**config.mk**
```make
export PLATFORM = sky130hd
export DESIGN_NAME = quad_decoder
export DESIGN_NICKNAME = d
export VERILOG_FILES = /design/src/rtl/quad_decoder.sv
export SDC_FILE = /design/constraint.sdc
export NUM_CORES = 1
export LEC_CHECK = 0
export CAP_MARGIN = 20
export CORE_MARGIN = 4
export CORE_UTILIZATION = 48
export CTS_CLUSTER_DIAMETER = 50
export DETAILED_ROUTE_END_ITERATION = 8
export PLACE_DENSITY = 0.79
export SETUP_SLACK_MARGIN = 0.5
export SLEW_MARGIN = 25
export SYNTH_ARGS = -nofsm -noshare
export SYNTH_HDL_FRONTEND = slang
export SYNTH_SLANG_ARGS = --single-unit
```
**constraint.sdc**
```tcl
create_clock -name clk -period 3 [get_ports clk]
set_clock_uncertainty 0.2 [all_clocks]
set_input_delay 0.6 -clock clk [delete_from_list [all_inputs] [get_ports clk]]
set_output_delay 0.6 -clock clk [all_outputs]
set_load 0.01 [all_outputs]
```
**src/rtl/quad_decoder.sv**
```systemverilog
// Quadrature decoder: synchronizes and glitch-filters encoder phases A/B, then
// turns each legal Gray-code transition into a step pulse and a wrapping position count.
//
// state | meaning
// ------+------------------------------------------------------------
// INIT  | hold-off after reset; prev tracks filtered inputs, no decode
// RUN   | decode transitions into count/dir/step, flag illegal moves
module quad_decoder #(
    parameter int CNT_W    = 4,
    parameter int FILT_LEN = 3
) (
    input  logic             clk,
    input  logic             rst,
    input  logic             enc_a,
    input  logic             enc_b,
    input  logic             clr,
    output logic [CNT_W-1:0] count,
    output logic             dir,
    output logic             step,
    output logic             err
);

    typedef enum logic {INIT, RUN} state_t;

    localparam int              HOLD_W    = 5;
    localparam logic [HOLD_W-1:0] HOLD_INIT = HOLD_W'(FILT_LEN + 2);
    localparam logic [3:0]      FILT_TC   = 4'(FILT_LEN - 1);

    // Phase vectors are packed {A, B}.
    logic [1:0]      s1, s2, filt, prev;
    logic [1:0][3:0] fcnt;

    state_t            state, state_nxt;
    logic [HOLD_W-1:0] hold, hold_nxt;
    logic [CNT_W-1:0]  count_nxt;
    logic              dir_nxt, step_nxt, err_nxt;
    logic [1:0]        moved;
    logic              up;

    always_ff @(posedge clk or negedge rst) begin
        if (!rst) begin
            s1 <= '0;
            s2 <= '0;
        end else begin
            s1 <= {enc_a, enc_b};
            s2 <= s1;
        end
    end

    always_ff @(posedge clk or negedge rst) begin
        if (!rst) begin
            filt <= '0;
            fcnt <= '0;
        end else begin
            for (int i = 0; i < 2; i++) begin
                if (s2[i] == filt[i]) begin
                    fcnt[i] <= '0;
                end else if (fcnt[i] == FILT_TC) begin
                    filt[i] <= s2[i];
                    fcnt[i] <= '0;
                end else begin
                    fcnt[i] <= fcnt[i] + 4'd1;
                end
            end
        end
    end

    always_ff @(posedge clk or negedge rst) begin
        if (!rst) begin
            state <= INIT;
            hold  <= HOLD_INIT;
            prev  <= '0;
            count <= '0;
            dir   <= 1'b1;
            step  <= 1'b0;
            err   <= 1'b0;
        end else begin
            state <= state_nxt;
            hold  <= hold_nxt;
            prev  <= filt;
            count <= count_nxt;
            dir   <= dir_nxt;
            step  <= step_nxt;
            err   <= err_nxt;
        end
    end

    // For a single-bit Gray move, the step is "up" exactly when old A differs from new B.
    always_comb begin
        state_nxt = state;
        hold_nxt  = hold;
        count_nxt = count;
        dir_nxt   = dir;
        step_nxt  = 1'b0;
        err_nxt   = err;
        moved     = prev ^ filt;
        up        = prev[1] ^ filt[0];

        case (state)
            INIT: begin
                if (hold == '0) state_nxt = RUN;
                else            hold_nxt  = hold - 1'b1;
            end
            RUN: begin
                if (moved == 2'b11) begin
                    err_nxt = 1'b1;
                end else if (moved != 2'b00) begin
                    step_nxt = 1'b1;
                    dir_nxt  = up;
                    if (up) count_nxt = count + 1'b1;
                    else    count_nxt = count - 1'b1;
                end
            end
            default: state_nxt = INIT;
        endcase

        if (clr) begin
            count_nxt = '0;
            err_nxt   = 1'b0;
            step_nxt  = 1'b0;
        end
    end

endmodule

```
# ---- Word-level counts from Yosys, hierarchy flattened
# Cells that the tools add are included.
dict set report op_classes {
  bitwise 7
  muxes 18
  reduce_logical 11
  n_addsub 5
  eq_ne 6
}
# cell n
set ops {}
lappend ops {{$mux 4} 9}
lappend ops {{$add 4x1->4 const B} 3}
lappend ops {{$mux 1} 9}
lappend ops {{$eq 4x2->1 const B} 2}
lappend ops {{$reduce_and 2->1} 4}
lappend ops {{$reduce_bool 2->1} 4}
lappend ops {{$reduce_and 3->1} 2}
lappend ops {{$logic_not 5->1} 1}
lappend ops {{$not 1->1} 5}
lappend ops {{$sub 5x1->5 const B} 1}
lappend ops {{$sub 4x1->4 const B} 1}
lappend ops {{$eq 1x1->1} 2}
lappend ops {{$eq 2x2->1 const B} 1}
lappend ops {{$ne 2x2->1 const B} 1}
lappend ops {{$xor 2x2->2} 1}
lappend ops {{$xor 1x1->1} 1}
dict set report word_totals {
  elab_cells 60
  reg_bits 29
  output_inout_bits 7
  in_bits 5
}

# ---- Longest topological paths before layout
dict set report logic_depth {
  word_depth 6
  ltp_mapped 7
  mapped_depth_nobuf 7
}

# ---- Worst setup path before layout
# OpenSTA, ideal clock, no wires.
dict set report synth_timing {
  path_kind {register -> register}
  startpoint {register filt[0]}
  endpoint {register count[3]}
  setup_ps 128
  arrival_ps 1756
  path_stages_with_launch 8
  n_path_buf 0
  path_slack_ps 916
  t_required_ps 2672
  period_less_slack_ps 2084
  path_cell_list {dfrtp_1 -> xnor2_1 -> inv_1 -> ha_1 -> nor3b_4 -> nand4b_1 -> o31ai_1 -> mux2_1}
}
dict set report synth_between {
  elab_chain_len 6
  elab_cells_between_ends 12
  classes_between {2 x eq/ne; 5 x mux; 2 x bitwise; 3 x reduce/logical}
}
# element line_no
set synth_lines {}
lappend synth_lines {{start, declared} 30} ;# logic [1:0] s1, s2, filt, prev;
lappend synth_lines {{start signal, assigned by index} 59} ;# filt[i] <= s2[i];
lappend synth_lines {{$xor 1x1->1} 97} ;# up = prev[1] ^ filt[0];
lappend synth_lines {{$mux 4} 110} ;# if (up) count_nxt = count + 1'b1;
lappend synth_lines {{$mux 4} 107} ;# end else if (moved != 2'b00) begin
lappend synth_lines {{$mux 4} 105} ;# if (moved == 2'b11) begin
lappend synth_lines {{$mux 4} 99} ;# case (state)
lappend synth_lines {{$mux 4} 117} ;# if (clr) begin
lappend synth_lines {{end signal, assigned} 81} ;# count <= count_nxt;
lappend synth_lines {{end, declared} 17} ;# output logic [CNT_W-1:0] count,
# Several ways; a longest one is shown, not always the timed one. The select of a mux whose other input is x is not followed.
# A chain may end at the register's enable or synchronous reset.

# ---- Worst setup path in the final report
# Ends and elaborated chain as after synthesis.

==> flow_metrics.env <==
export IMPL_startpoint="filt[0]"
export IMPL_grt_antenna_before_repair=0
export IMPL_min_path_type="reg2reg"
export IMPL_drt_wl_total_mm=1.844
export IMPL_postPlaceCellArea_mm2=0.001439
export IMPL_fin_tns_setup_ps=0
export IMPL_finalSetupViolCount=0
export IMPL_chipWidth_um=59.79
export IMPL_grt_start_max_net_pins=30
export IMPL_post_cts_buffers=0
export IMPL_hold_viol_final=0
export IMPL_final_nets=143
export IMPL_grt_pass1_wl_mm=3.174
export IMPL_clk_pin_slew_ps=90
export IMPL_synth_compound_area_share_pct=5.442
export IMPL_synth_warning_count=0
export IMPL_power_uw=1519
export IMPL_rows=18
export IMPL_max_freq_mhz=450.6
export IMPL_avgSynthCellArea_um2=11.60
export IMPL_antennaDiodeCount=0
export IMPL_fillerInstances=216
export IMPL_fin_crit_sh_pct=73.97
export IMPL_yosysSeqAreaShare_pct=56.66
export IMPL_cts_sinks=29
export IMPL_powerDensity_mw_per_mm2=1007
export IMPL_cp_max_fo=6
export IMPL_firstDrtPassIters=4
export IMPL_p_switching_uw=553.6
export IMPL_yosys_area_share_adder_pct=8.746
export IMPL_gp_congestion=0.7575
export IMPL_start_util_pct=51.04
export IMPL_synth_area_leaders="dfrtp_1, ha_1, dfstp_2, nor2_1, xnor2_1"
export IMPL_period_needed_ps=2219
export IMPL_wl_per_cell_um=11.53
export IMPL_worstSetupPathType="reg2reg"
export IMPL_drive_above_1_share_pct=12.31
export IMPL_yosysMostFrequentCell="dfrtp_1"
export IMPL_synth_top_area_share_pct=50.53
export IMPL_rr_startpoint="filt[0]"
export IMPL_syn_cell_area_mm2=0.001287
export IMPL_port_buffers=11
export IMPL_synth_simple_gate_area_share_pct=13.70
export IMPL_die_area_mm2=0.003575
export IMPL_io_pins=12
export IMPL_async_flop_share_pct=100.0
export IMPL_ys_types=29
export IMPL_outcome="finished clean"
export IMPL_pwr_share_comb_pct=44.5
export IMPL_synth_xor_area_share_pct=9.427
export IMPL_final_area_mm2=0.001509
export IMPL_ant_nets=0
export IMPL_cts_max_level=2
export IMPL_area_delta_synth_final_pct=17.20
export IMPL_post_route_drc_count=0
export IMPL_p_leak_uw=0.0007039
export IMPL_p_sw_share_pct=36.45
export IMPL_viasPerCell=5.169
export IMPL_grt_use_total_pct=12.21
export IMPL_synthFlopType="dfrtp_1"
export IMPL_start_kind="flip-flop"
export IMPL_drv_cap=0
export IMPL_synth_nets=125
export IMPL_power_frac_seq_pct=38.2
export IMPL_clock_power_share_pct=17.3
export IMPL_clk_latency_ps=310
export IMPL_cts_tree="done"
export IMPL_tightest_slew_ps=428.4
export IMPL_synthCells=111
export IMPL_cts_root_buffer="clkbuf_4"
export IMPL_p_int_uw=965.3
export IMPL_synth_seq_cells=29
export IMPL_maxSlewHeadroom_pct=71.31
export IMPL_final_max_slew_viol_count=0
export IMPL_vdd_drop_max_uv=663.7
export IMPL_grt_pass1_vias=792
export IMPL_rsz0062_at_grt="false"
export IMPL_drt_iter0_markers=22
export IMPL_core_area_mm2=0.002522
export IMPL_place_hpwl_mm=1.363
export IMPL_cts_path_max_buffers=2
export IMPL_synth_top_family_by_area="simple AND/OR/NAND/NOR gates"
export IMPL_arrival_ps=2230
export IMPL_grt_ovfl_total=0
export IMPL_cts_resized=0
export IMPL_holdBufCountCts=0
export IMPL_synth_edf_count=0
export IMPL_cts_made_buffers=5
export IMPL_dr_total_vias=827
export IMPL_cp_required_ps=3010
export IMPL_synth_top_cell_by_area="dfrtp_1"
export IMPL_netlist_top_cells_count="dfrtp_1, nor2_1, ha_1"
export IMPL_hp_start="s1[1]"
export IMPL_die_y_um=59.79
export IMPL_synth_area_mux_share_pct=3.401
export IMPL_endpoint_kind="flip-flop"
==> area by class of cell <==
| cell class | count | area, µm² | share of cell area (%) |
|---|---|---|---|
| Clock inverter | 1 | 5.005 | 0.3317 |
| Timing Repair Buffer | 12 | 117.6 | 7.794 |
| Clock buffer | 7 | 65.06 | 4.312 |
| Sequential cell | 29 | 729.5 | 48.34 |
| Tap cell | 30 | 37.54 | 2.488 |
| Inverter | 8 | 30.03 | 1.990 |
| Multi-Input combinational cell | 73 | 524.3 | 34.74 |
==> per-stage QoR <==
stage | worst slack [ps] | std cells | hold slack [ps] | util, %
6_report | 780.8 | 160 | 160.5 | 59.82
5_1_grt | 585.8 | 160 | 175.4 | 59.82
4_1_cts | 764.9 | 160 | 162.9 | 59.82
3_5_place_dp | 785.3 | 152 | 141.9 | 57.04
3_3_place_gp | 841.7 | 152 | 132.0 | 57.04
2_1_floorplan | 916.4 | 111 | 104.4 | -
==> flip-flops by register name, indices dropped and copies added (netlist names) <==
| name | flops |
|---|---|
| dir | 1 |
| prev | 2 |
| filt | 2 |
| step | 1 |
| state | 1 |
| fcnt | 8 |
| count | 4 |
| err | 1 |
| hold | 5 |
| s1 | 2 |
| s2 | 2 |
==> routing by layer <==
metal  track usage (%)  up-vias  wire [µm]
li1                  -      403          -
met3             5.832        5        126
met4             6.013        0         27
met1             13.87      397        794
met5                 0        -          0
met2             19.14       22        895
==> cell usage in the layout (no fill, tap or decap), types with 3 or more instances in the layout <==
master / n
a21oi_1: 4
clkbuf_4: 5
clkdlybuf4s50_1: 11
dfrtp_1: 26
dfstp_2: 3
ha_1: 9
inv_1: 8
nand2_1: 6
nor2_1: 19
xnor2_1: 6
xor2_1: 6
==> logic make-up (layout without fill, tap and decap cells) <==
family / count (synthesis) / after routing
adders and majority gates: 9 / 9
muxes: 4 / 4
AOI/OAI and AO/OA: 11 / 11
buffers and inverters: 9 / 28
xor gates and xnor gates: 13 / 13
DFF: 29 / 29
and+or+nand+nor: 36 / 36
==> critical path: stages (launching register included) <==
cell and delay [ps]:
dfrtp_1 460, xnor2_1 240, inv_1 70, ha_1 250, nor3b_4 330, nand4b_1 140, o31ai_1 90, mux2_1 340
==> worst paths after layout <==
| path | depth (start not counted) | slack (ps) | endpoint |
|---|---|---|---|
| worst min register to register | 0 | 160 | s2[1] |
| worst min-delay path | 0 | 160 | s2[1] |
| worst max register to register | 7 | 780 | count[3] |
| max in group asynchronous | 2 | 1850 | dir |
| min in group asynchronous | 2 | 450 | s1[1] |
| worst max-delay path | 7 | 780 | count[3] |
==> power groups by stage <==
stage | Clock [µW] | Combinational (µW) | Sequential [µW]
2_1_floorplan | 0 | 500 | 591
3_3_place_gp | 0 | 652 | 583
3_5_place_dp | 0 | 681 | 590
4_1_cts | 274 | 682 | 582
5_1_grt | 293 | 761 | 597
6_report | 263 | 676 | 580
No activity file was read; power rests on OpenSTA's default activity.
